$ cat src/rtl/operand_fetch_pkg.sv
// Shared types and helpers for the operand-fetch issue stage.
// Register addresses are 6 bits wide; the top bit selects the FP file.
package operand_fetch_pkg;

  localparam int unsigned RegAddrW = 6;

  // Register address: fp=1 selects the floating-point file, idx is the register number.
  typedef struct packed {
    logic       fp;
    logic [4:0] idx;
  } reg_addr_t;

  // The four architectural addresses a uop carries through the fetch slot.
  typedef struct packed {
    reg_addr_t rd;
    reg_addr_t rs1;
    reg_addr_t rs2;
    reg_addr_t rs3;
  } addr_set_t;

  typedef enum logic {
    F_EMPTY   = 1'b0,
    F_PENDING = 1'b1
  } fetch_state_e;

  typedef enum logic {
    E_EMPTY = 1'b0,
    E_FULL  = 1'b1
  } exec_state_e;

  // Operand buses must be wide enough for either register file.
  function automatic int unsigned max_len(input int unsigned a, input int unsigned b);
    return (a > b) ? a : b;
  endfunction

endpackage

$ cat src/rtl/operand_fetch_sat_counter.sv
// Saturating up-counter used to count hazard stall cycles.
// Holds at all-ones once reached; clears on reset.
module sat_counter
  import operand_fetch_pkg::*;
#(
  parameter int unsigned W = 32
) (
  input  logic         clk_i,
  input  logic         arst_ni,
  input  logic         inc_i,
  output logic [W-1:0] cnt_o
);

  logic [W-1:0] cnt_q, cnt_d;

  // Next count: increment unless already saturated.
  always_comb begin
    cnt_d = cnt_q;
    if (inc_i && (cnt_q != '1)) begin
      cnt_d = cnt_q + 1'b1;
    end
  end

  // Count register.
  always_ff @(posedge clk_i or negedge arst_ni) begin
    if (!arst_ni) begin
      cnt_q <= '0;
    end else begin
      cnt_q <= cnt_d;
    end
  end

  assign cnt_o = cnt_q;

endmodule

$ cat src/rtl/operand_fetch.sv
// Operand-fetch issue stage between decode and execute.
// A fetch slot holds one decoded uop and requests its operands (and the rd
// lock) from the register file; on grant the operands, uop and rd are
// captured into the execute pipeline register. One uop/cycle without hazards.
// Optional stall counter: define OPERAND_FETCH_STALL_CNT_EN to add stall_cnt_o.
module operand_fetch
  import operand_fetch_pkg::*;
#(
  parameter  int unsigned XLEN        = 64,
  parameter  int unsigned FLEN        = 32,
  parameter  int unsigned UOP_W       = 32,
  parameter  int unsigned STALL_CNT_W = 32,
  localparam int unsigned MaxLen      = max_len(XLEN, FLEN)
) (
  input  logic              clk_i,
  input  logic              arst_ni,
  input  logic              flush_i,
  // decode side
  input  logic              dec_valid_i,
  output logic              dec_ready_o,
  input  logic [UOP_W-1:0]  dec_uop_i,
  input  logic [5:0]        dec_rd_addr_i,
  input  logic [5:0]        dec_rs1_addr_i,
  input  logic [5:0]        dec_rs2_addr_i,
  input  logic [5:0]        dec_rs3_addr_i,
  // register file side
  output logic              rf_req_o,
  input  logic              rf_gnt_i,
  output logic [5:0]        rf_rd_addr_o,
  output logic [5:0]        rf_rs1_addr_o,
  output logic [5:0]        rf_rs2_addr_o,
  output logic [5:0]        rf_rs3_addr_o,
  input  logic [MaxLen-1:0] rf_rs1_data_i,
  input  logic [MaxLen-1:0] rf_rs2_data_i,
  input  logic [MaxLen-1:0] rf_rs3_data_i,
  // execute side
  output logic              ex_valid_o,
  input  logic              ex_ready_i,
  output logic [UOP_W-1:0]  ex_uop_o,
  output logic [5:0]        ex_rd_addr_o,
  output logic [MaxLen-1:0] ex_rs1_data_o,
  output logic [MaxLen-1:0] ex_rs2_data_o,
  output logic [MaxLen-1:0] ex_rs3_data_o
`ifdef OPERAND_FETCH_STALL_CNT_EN
  ,
  output logic [STALL_CNT_W-1:0] stall_cnt_o
`endif
);

  fetch_state_e      f_q, f_d;
  exec_state_e       e_q, e_d;
  addr_set_t         f_addr_q, f_addr_d;
  logic [UOP_W-1:0]  f_uop_q, f_uop_d;
  logic [UOP_W-1:0]  ex_uop_q, ex_uop_d;
  reg_addr_t         ex_rd_q, ex_rd_d;
  logic [MaxLen-1:0] ex_rs1_q, ex_rs1_d;
  logic [MaxLen-1:0] ex_rs2_q, ex_rs2_d;
  logic [MaxLen-1:0] ex_rs3_q, ex_rs3_d;

  logic e_free;
  logic rf_req;
  logic issue;
  logic dec_ready;
  logic load;

  // Handshake decode: request only when execute can capture, since a grant
  // locks rd irrevocably; decode ready sees a same-cycle issue or flush.
  always_comb begin
    e_free    = (e_q == E_EMPTY) | ex_ready_i;
    rf_req    = (f_q == F_PENDING) & e_free & ~flush_i;
    issue     = rf_req & rf_gnt_i;
    dec_ready = (f_q != F_PENDING) | issue | flush_i;
    load      = dec_valid_i & dec_ready;
  end

  // Next state of both slots: fetch loads from decode (winning over issue and
  // flush); execute captures on issue and drains on ex_ready_i. Flush never
  // touches execute because its rd lock has already been granted.
  always_comb begin
    // NOTE: every comb output gets a default first so no path leaves it unassigned (no latch).
    f_d      = f_q;
    f_addr_d = f_addr_q;
    f_uop_d  = f_uop_q;
    e_d      = e_q;
    ex_uop_d = ex_uop_q;
    ex_rd_d  = ex_rd_q;
    ex_rs1_d = ex_rs1_q;
    ex_rs2_d = ex_rs2_q;
    ex_rs3_d = ex_rs3_q;

    if (load) begin
      f_d          = F_PENDING;
      f_uop_d      = dec_uop_i;
      f_addr_d.rd  = dec_rd_addr_i;
      f_addr_d.rs1 = dec_rs1_addr_i;
      f_addr_d.rs2 = dec_rs2_addr_i;
      f_addr_d.rs3 = dec_rs3_addr_i;
    end else if (issue || flush_i) begin
      f_d = F_EMPTY;
    end

    if (issue) begin
      e_d      = E_FULL;
      ex_uop_d = f_uop_q;
      ex_rd_d  = f_addr_q.rd;
      ex_rs1_d = rf_rs1_data_i;
      ex_rs2_d = rf_rs2_data_i;
      ex_rs3_d = rf_rs3_data_i;
    end else if (ex_ready_i) begin
      e_d = E_EMPTY;
    end
  end

  // State and payload registers for both slots.
  always_ff @(posedge clk_i or negedge arst_ni) begin
    // NOTE: the payload registers are reset too, so the addresses and captured
    // values read back as zero after reset rather than as stale data.
    if (!arst_ni) begin
      f_q      <= F_EMPTY;
      e_q      <= E_EMPTY;
      f_addr_q <= '0;
      f_uop_q  <= '0;
      ex_uop_q <= '0;
      ex_rd_q  <= '0;
      ex_rs1_q <= '0;
      ex_rs2_q <= '0;
      ex_rs3_q <= '0;
    end else begin
      // NOTE: non-blocking assignments so every register samples pre-edge values.
      f_q      <= f_d;
      e_q      <= e_d;
      f_addr_q <= f_addr_d;
      f_uop_q  <= f_uop_d;
      ex_uop_q <= ex_uop_d;
      ex_rd_q  <= ex_rd_d;
      ex_rs1_q <= ex_rs1_d;
      ex_rs2_q <= ex_rs2_d;
      ex_rs3_q <= ex_rs3_d;
    end
  end

  assign dec_ready_o   = dec_ready;
  assign rf_req_o      = rf_req;
  assign rf_rd_addr_o  = f_addr_q.rd;
  assign rf_rs1_addr_o = f_addr_q.rs1;
  assign rf_rs2_addr_o = f_addr_q.rs2;
  assign rf_rs3_addr_o = f_addr_q.rs3;
  assign ex_valid_o    = (e_q == E_FULL);
  assign ex_uop_o      = ex_uop_q;
  assign ex_rd_addr_o  = ex_rd_q;
  assign ex_rs1_data_o = ex_rs1_q;
  assign ex_rs2_data_o = ex_rs2_q;
  assign ex_rs3_data_o = ex_rs3_q;

`ifdef OPERAND_FETCH_STALL_CNT_EN
  // A stall cycle is a live request that the register file refuses.
  sat_counter #(
    .W(STALL_CNT_W)
  ) u_stall_cnt (
    .clk_i  (clk_i),
    .arst_ni(arst_ni),
    .inc_i  (rf_req & ~rf_gnt_i),
    .cnt_o  (stall_cnt_o)
  );
`else
  // Counter width only matters when the stall counter is built.
  logic unused_stall_cnt_w;
  assign unused_stall_cnt_w = (STALL_CNT_W != 0);
`endif

endmodule

$ cat config.mk
export PLATFORM = sky130hd
export DESIGN_NAME = operand_fetch
export DESIGN_NICKNAME = d
export VERILOG_FILES = /design/src/rtl/operand_fetch_pkg.sv /design/src/rtl/operand_fetch_sat_counter.sv /design/src/rtl/operand_fetch.sv
export SDC_FILE = /design/constraint.sdc
export NUM_CORES = 1
export LEC_CHECK = 0
export ABC_AREA = 1
export CAP_MARGIN = 40
export CORE_MARGIN = 3
export CORE_UTILIZATION = 30
export CTS_CLUSTER_SIZE = 14
export DETAILED_ROUTE_END_ITERATION = 8
export DONT_BUFFER_PORTS = 1
export GPL_TIMING_DRIVEN = 0
export PLACE_DENSITY = 0.5
export REMOVE_ABC_BUFFERS = 1
export SLEW_MARGIN = 40
export SYNTH_ARGS = -nofsm -noshare
export SYNTH_HDL_FRONTEND = slang
export SYNTH_SLANG_ARGS = --single-unit
$ cat constraint.sdc
create_clock -name clk_i -period 1.3 [get_ports clk_i]
set_input_delay 0.13 -clock clk_i [delete_from_list [all_inputs] [get_ports clk_i]]
set_output_delay 0.13 -clock clk_i [all_outputs]
set_load 0.005 [all_outputs]
Yosys cells after proc, flatten, opt, wreduce, memory -nomap -nowiden --
Cells that the tools add are included.
Word-level totals: input bits 254, output and inout port bits 257, register bits 288
Cells by class: muxes and demuxes 4, bitwise logic cells 10, reductions and logical operators 3
Operators by type and width (number):
- 1-bit bitwise AND | 4
- 1-bit 2-to-1 mux | 4
- 2-bit nonzero test | 2
- 1-bit inverter | 3
- 1-bit OR | 3
- 1-bit logical OR | 1

Logic depth before layout (Yosys ltp) --
depth after elaboration 9, mapped depth 9, gate-level depth less buffers 6

Least setup slack after synthesis --
Ideal clock, no wire load.
path kind flip-flop to flip-flop, start point reg e_q, in the netlist ex_valid_o, end point reg f_addr_q, in the netlist rf_rs3_addr_o[0], arrival 1.174 ns, cell stages (with the launch flop) 9, setup slack 0.009 ns, period minus slack after synthesis 1.291 ns, path buffers 2, cell sequence dfrtp_1 -> inv_1 -> nor2_4 -> o21ai_2 -> nand2_1 -> buf_2 -> buf_2 -> nand2_1 -> nand2_1
Between the ends: cells in the longest elaborated chain, start to end 8
Ends and longest elaborated chain:
- from (decl) | RTL line operand_fetch.sv:51 | exec_state_e e_q, e_d;
- from (signal assigned) | RTL line operand_fetch.sv:120 | e_q <= E_EMPTY;
- from (signal assigned) | RTL line operand_fetch.sv:131 | e_q <= e_d;
- 1-bit inverter | RTL line operand_fetch.sv:69 | e_free = (e_q == E_EMPTY) | ex_ready_i;
- 1-bit OR | RTL line operand_fetch.sv:69
- 1-bit bitwise AND (2 in series) | RTL line operand_fetch.sv:70 | rf_req = (f_q == F_PENDING) & e_free & ~flush_i;
- 1-bit bitwise AND | RTL line operand_fetch.sv:71 | issue = rf_req & rf_gnt_i;
- 1-bit OR (2 in series) | RTL line operand_fetch.sv:72 | dec_ready = (f_q != F_PENDING) | issue | flush_i;
- 1-bit bitwise AND | RTL line operand_fetch.sv:73 | load = dec_valid_i & dec_ready;
- to (signal assigned) | RTL line operand_fetch.sv:132 | f_addr_q <= f_addr_d;
- to (decl) | RTL line operand_fetch.sv:52 | addr_set_t f_addr_q, f_addr_d;
No other way between the ends. A chain may end at the register's enable or synchronous reset.

Final worst setup path --
start point reg e_q, in the netlist ex_valid_o, end point reg ex_rs1_q[16], in the netlist ex_rs1_data_o[16]
Between the ends: cells in the longest elaborated chain, start to end 5
Ends and longest elaborated chain:
- 1-bit inverter | RTL line operand_fetch.sv:69
- 1-bit OR | RTL line operand_fetch.sv:69
- 1-bit bitwise AND (2 in series) | RTL line operand_fetch.sv:70
- 1-bit bitwise AND | RTL line operand_fetch.sv:71
- to (signal assigned) | RTL line operand_fetch.sv:136 | ex_rs1_q <= ex_rs1_d;
- to (decl) | RTL line operand_fetch.sv:56 | logic [MaxLen-1:0] ex_rs1_q, ex_rs1_d;
No other way between the ends.

==> flow_metrics.env <==
export IMPL_status="finished with violations"
export IMPL_violations="negative hold slack, negative setup slack"
export IMPL_vias=9890
export IMPL_initial_utilization=0.308
export IMPL_synth_edf_count=0
export IMPL_clockBufferDepth=3
export IMPL_rsz0062_at_grt="yes"
export IMPL_hold_ws_ps=-695
export IMPL_num_rows=70
export IMPL_finClkSkew_ps=15.1
export IMPL_hold_violations=345
export IMPL_dieHeight_um=201
export IMPL_place_gp_congestion=0.794
export IMPL_synth_common_cells="345 x nand2_1, 288 x dfrtp_1, 232 x inv_1"
export IMPL_floorplan_core_area_um2=37000
export IMPL_cts_root_buf="clkbuf_16"
export IMPL_rr_endpoint="ex_rs1_data_o[16]"
export IMPL_tightest_slew_ps=765
export IMPL_antenna_left=0
export IMPL_grt_overflow=0
export IMPL_htreeDepth=2
export IMPL_pre_cts_slack_ps=-810
export IMPL_yosysTopAreaCellShare=0.631
export IMPL_io_pins=511
export IMPL_cp_data_arrival_time_ps=2110
export IMPL_grt_max_degree=289
export IMPL_path_class="flop to flop"
export IMPL_drive_above_1_share=0.289
export IMPL_cts_tree="done"
export IMPL_avgSynthCellArea_um2=9.31
export IMPL_utilization=0.508
export IMPL_placed_cell_area_um2=11800
export IMPL_antenna_found_initial=2
export IMPL_clock_fmax_ghz=0.583
export IMPL_yosys_area_top_type="dfrtp_1"
export IMPL_start_kind="flop"
export IMPL_yosysWarnings=0
export IMPL_async_reset_ff_frac=1.00
export IMPL_synth_ff_type="dfrtp_1"
export IMPL_wirelength_mm=44.8
export IMPL_r2r_slack_ps=-420
export IMPL_hpwl_mm=21.7
export IMPL_crit_path_end_kind="flop"
export IMPL_area_growth_synth_to_final_pct=64.7
export IMPL_yosysMostFrequentCell="nand2_1"
export IMPL_cts_made_buffers=34
export IMPL_stdcell_count=2092
export IMPL_dp_cells=1675
export IMPL_die_area_um2=40500
export IMPL_r2r_start="ex_valid_o"
export IMPL_fin_crit_sh=1.32
export IMPL_grt_use_total=0.194
export IMPL_setup_ws_ps=-416
export IMPL_critPathRequiredTime_ps=1690
export IMPL_grt_pass1_wl_mm=62.1
export IMPL_relSlewSlack=0.490
export IMPL_stdcell_area_um2=18800
export IMPL_vdd_drop_max_v=0.000974
export IMPL_maxCapViolations=0
export IMPL_via_per_inst=4.73
export IMPL_clk_latency_ps=520
export IMPL_synth_area_top_cells="dfrtp_1 63%, nand2_1 11%, o21ai_1 7.7%"
export IMPL_fillCellCount=3143
export IMPL_drc=0
export IMPL_period_minus_slack_ps=1720
export IMPL_first_pass_iters=5
export IMPL_rr_worst_depth=11
export IMPL_synthesis_area_um2=11400
export IMPL_final_nets=1815
export IMPL_clk_pin_slew_ps=60
export IMPL_ys_ff_latch=288
export IMPL_powerDensity_nw_per_um2=1490
export IMPL_path_max_fanout=7
export IMPL_leakagePower_nw=9.48
export IMPL_portBuffers=0
export IMPL_postCtsHoldBufs=248
export IMPL_detail_route_wl_per_cell_um=21.4
export IMPL_cts_sinks=288
export IMPL_grt_pass1_vias=10300
export IMPL_holdCritPathClass="input port to asynchronous set/reset pin"
export IMPL_ys_seq_area_frac=0.631
export IMPL_endpoint="ex_rs1_data_o[16]"
export IMPL_drtIter0Drc=507
export IMPL_ys_types=17
export IMPL_dieWidth_um=201
export IMPL_syn_inst=1227
export IMPL_setup_viol=290
export IMPL_crit_start="ex_valid_o"
export IMPL_slew_violations=0
## worst min-delay path by stage
stage / from / endpoint / slack, ps / cells after the start
finish: arst_ni / ex_rs1_data_o[26] / -690 / 0
global route: arst_ni / ex_rs2_data_o[38] / -730 / 0
CTS: arst_ni / ex_rs3_data_o[51] / -730 / 0
detailed placement: arst_ni / ex_rs2_data_o[44] / -160 / 0
global placement: arst_ni / ex_rs2_data_o[44] / -160 / 0
floorplan: arst_ni / ex_rd_addr_o[0] / -170 / 0
## critical path: stages (launching register included)
cell	delay (ps)
dfrtp_1	410
inv_2	80
nor2_4	50
inv_2	80
nand3_4	90
buf_12	150
buf_16	130
buf_16	140
buf_12	130
buf_16	150
nand2_2	80
o21ai_2	70
## kinds of logic (layout without fill, tap and decap cells)
group,Yosys count,after routing,synth area share
flops,288,288,0.631
compound gates,231,232,0.104
buf+inv,303,659,0.124
other cells,0,3,0
simple gates,405,406,0.141
## cell type report
cell class	count	area (um2)	share of cell area
Clock inverter	7	141	0.00751
Inverter	234	878	0.0467
Tap cell	504	631	0.0335
Timing Repair Buffer	365	4830	0.257
Sequential cell	288	7210	0.383
Antenna cell	3	7.51	0.000399
Clock buffer	53	1020	0.0544
Multi-Input combinational cell	638	4100	0.218
## state kept, by name, indices dropped and copies added (netlist names)
signal and count:
rf_rs2_addr_o 6, rf_rd_addr_o 6, ex_rd_addr_o 6, ex_rs2_data_o 64, ex_rs1_data_o 64, f_uop_q 32, ex_uop_o 32, f_q 1
rf_rs1_addr_o 6, rf_rs3_addr_o 6, ex_rs3_data_o 64, ex_valid_o 1
## power breakdown
| group | internal (mW) | leakage (nW) | switching [mW] |
|---|---|---|---|
| clock network | 6.20 | 0.566 | 3.76 |
| logic | 2.71 | 5.32 | 2.24 |
| registers | 10.9 | 3.59 | 2.26 |
## layout by cell type, fill, tap and decap left out, types with 24 or more instances in the layout
| cell type | count |
|---|---|
| dfrtp_1 | 288 |
| dlygate4sd3_1 | 248 |
| inv_1 | 231 |
| nand2_1 | 161 |
| o21ai_1 | 112 |
| nand2_2 | 99 |
| o21ai_2 | 95 |
| nand2_4 | 84 |
| clkbuf_16 | 56 |
| nand3_1 | 55 |
| buf_16 | 33 |
| buf_12 | 24 |
## routing by layer
layer,part of all wire,track usage,vias up
met4,0.027,0.0605,0
met1,0.36,0.220,4869
met3,0.093,0.0668,82
met2,0.52,0.344,485
li1,-,-,4454
met5,0,0,-
## stage by stage
stage          TNS (ps)  total power [mW]
4_1_cts          -73560              26.8
5_1_grt          -89280              29.3
3_3_place_gp   -1940180              15.2
3_5_place_dp    -115420              15.2
6_report         -80400              28.0
2_1_floorplan  -1254090              14.1
## timing repair
item,CTS,global route
hold endpoints to repair,538,346
setup endpoints to repair,283,290
buffers inserted,38,14
gates resized for setup,149,312
pin swaps,6,9
gates cloned,34,26
Power figures use the tool's default switching activity.
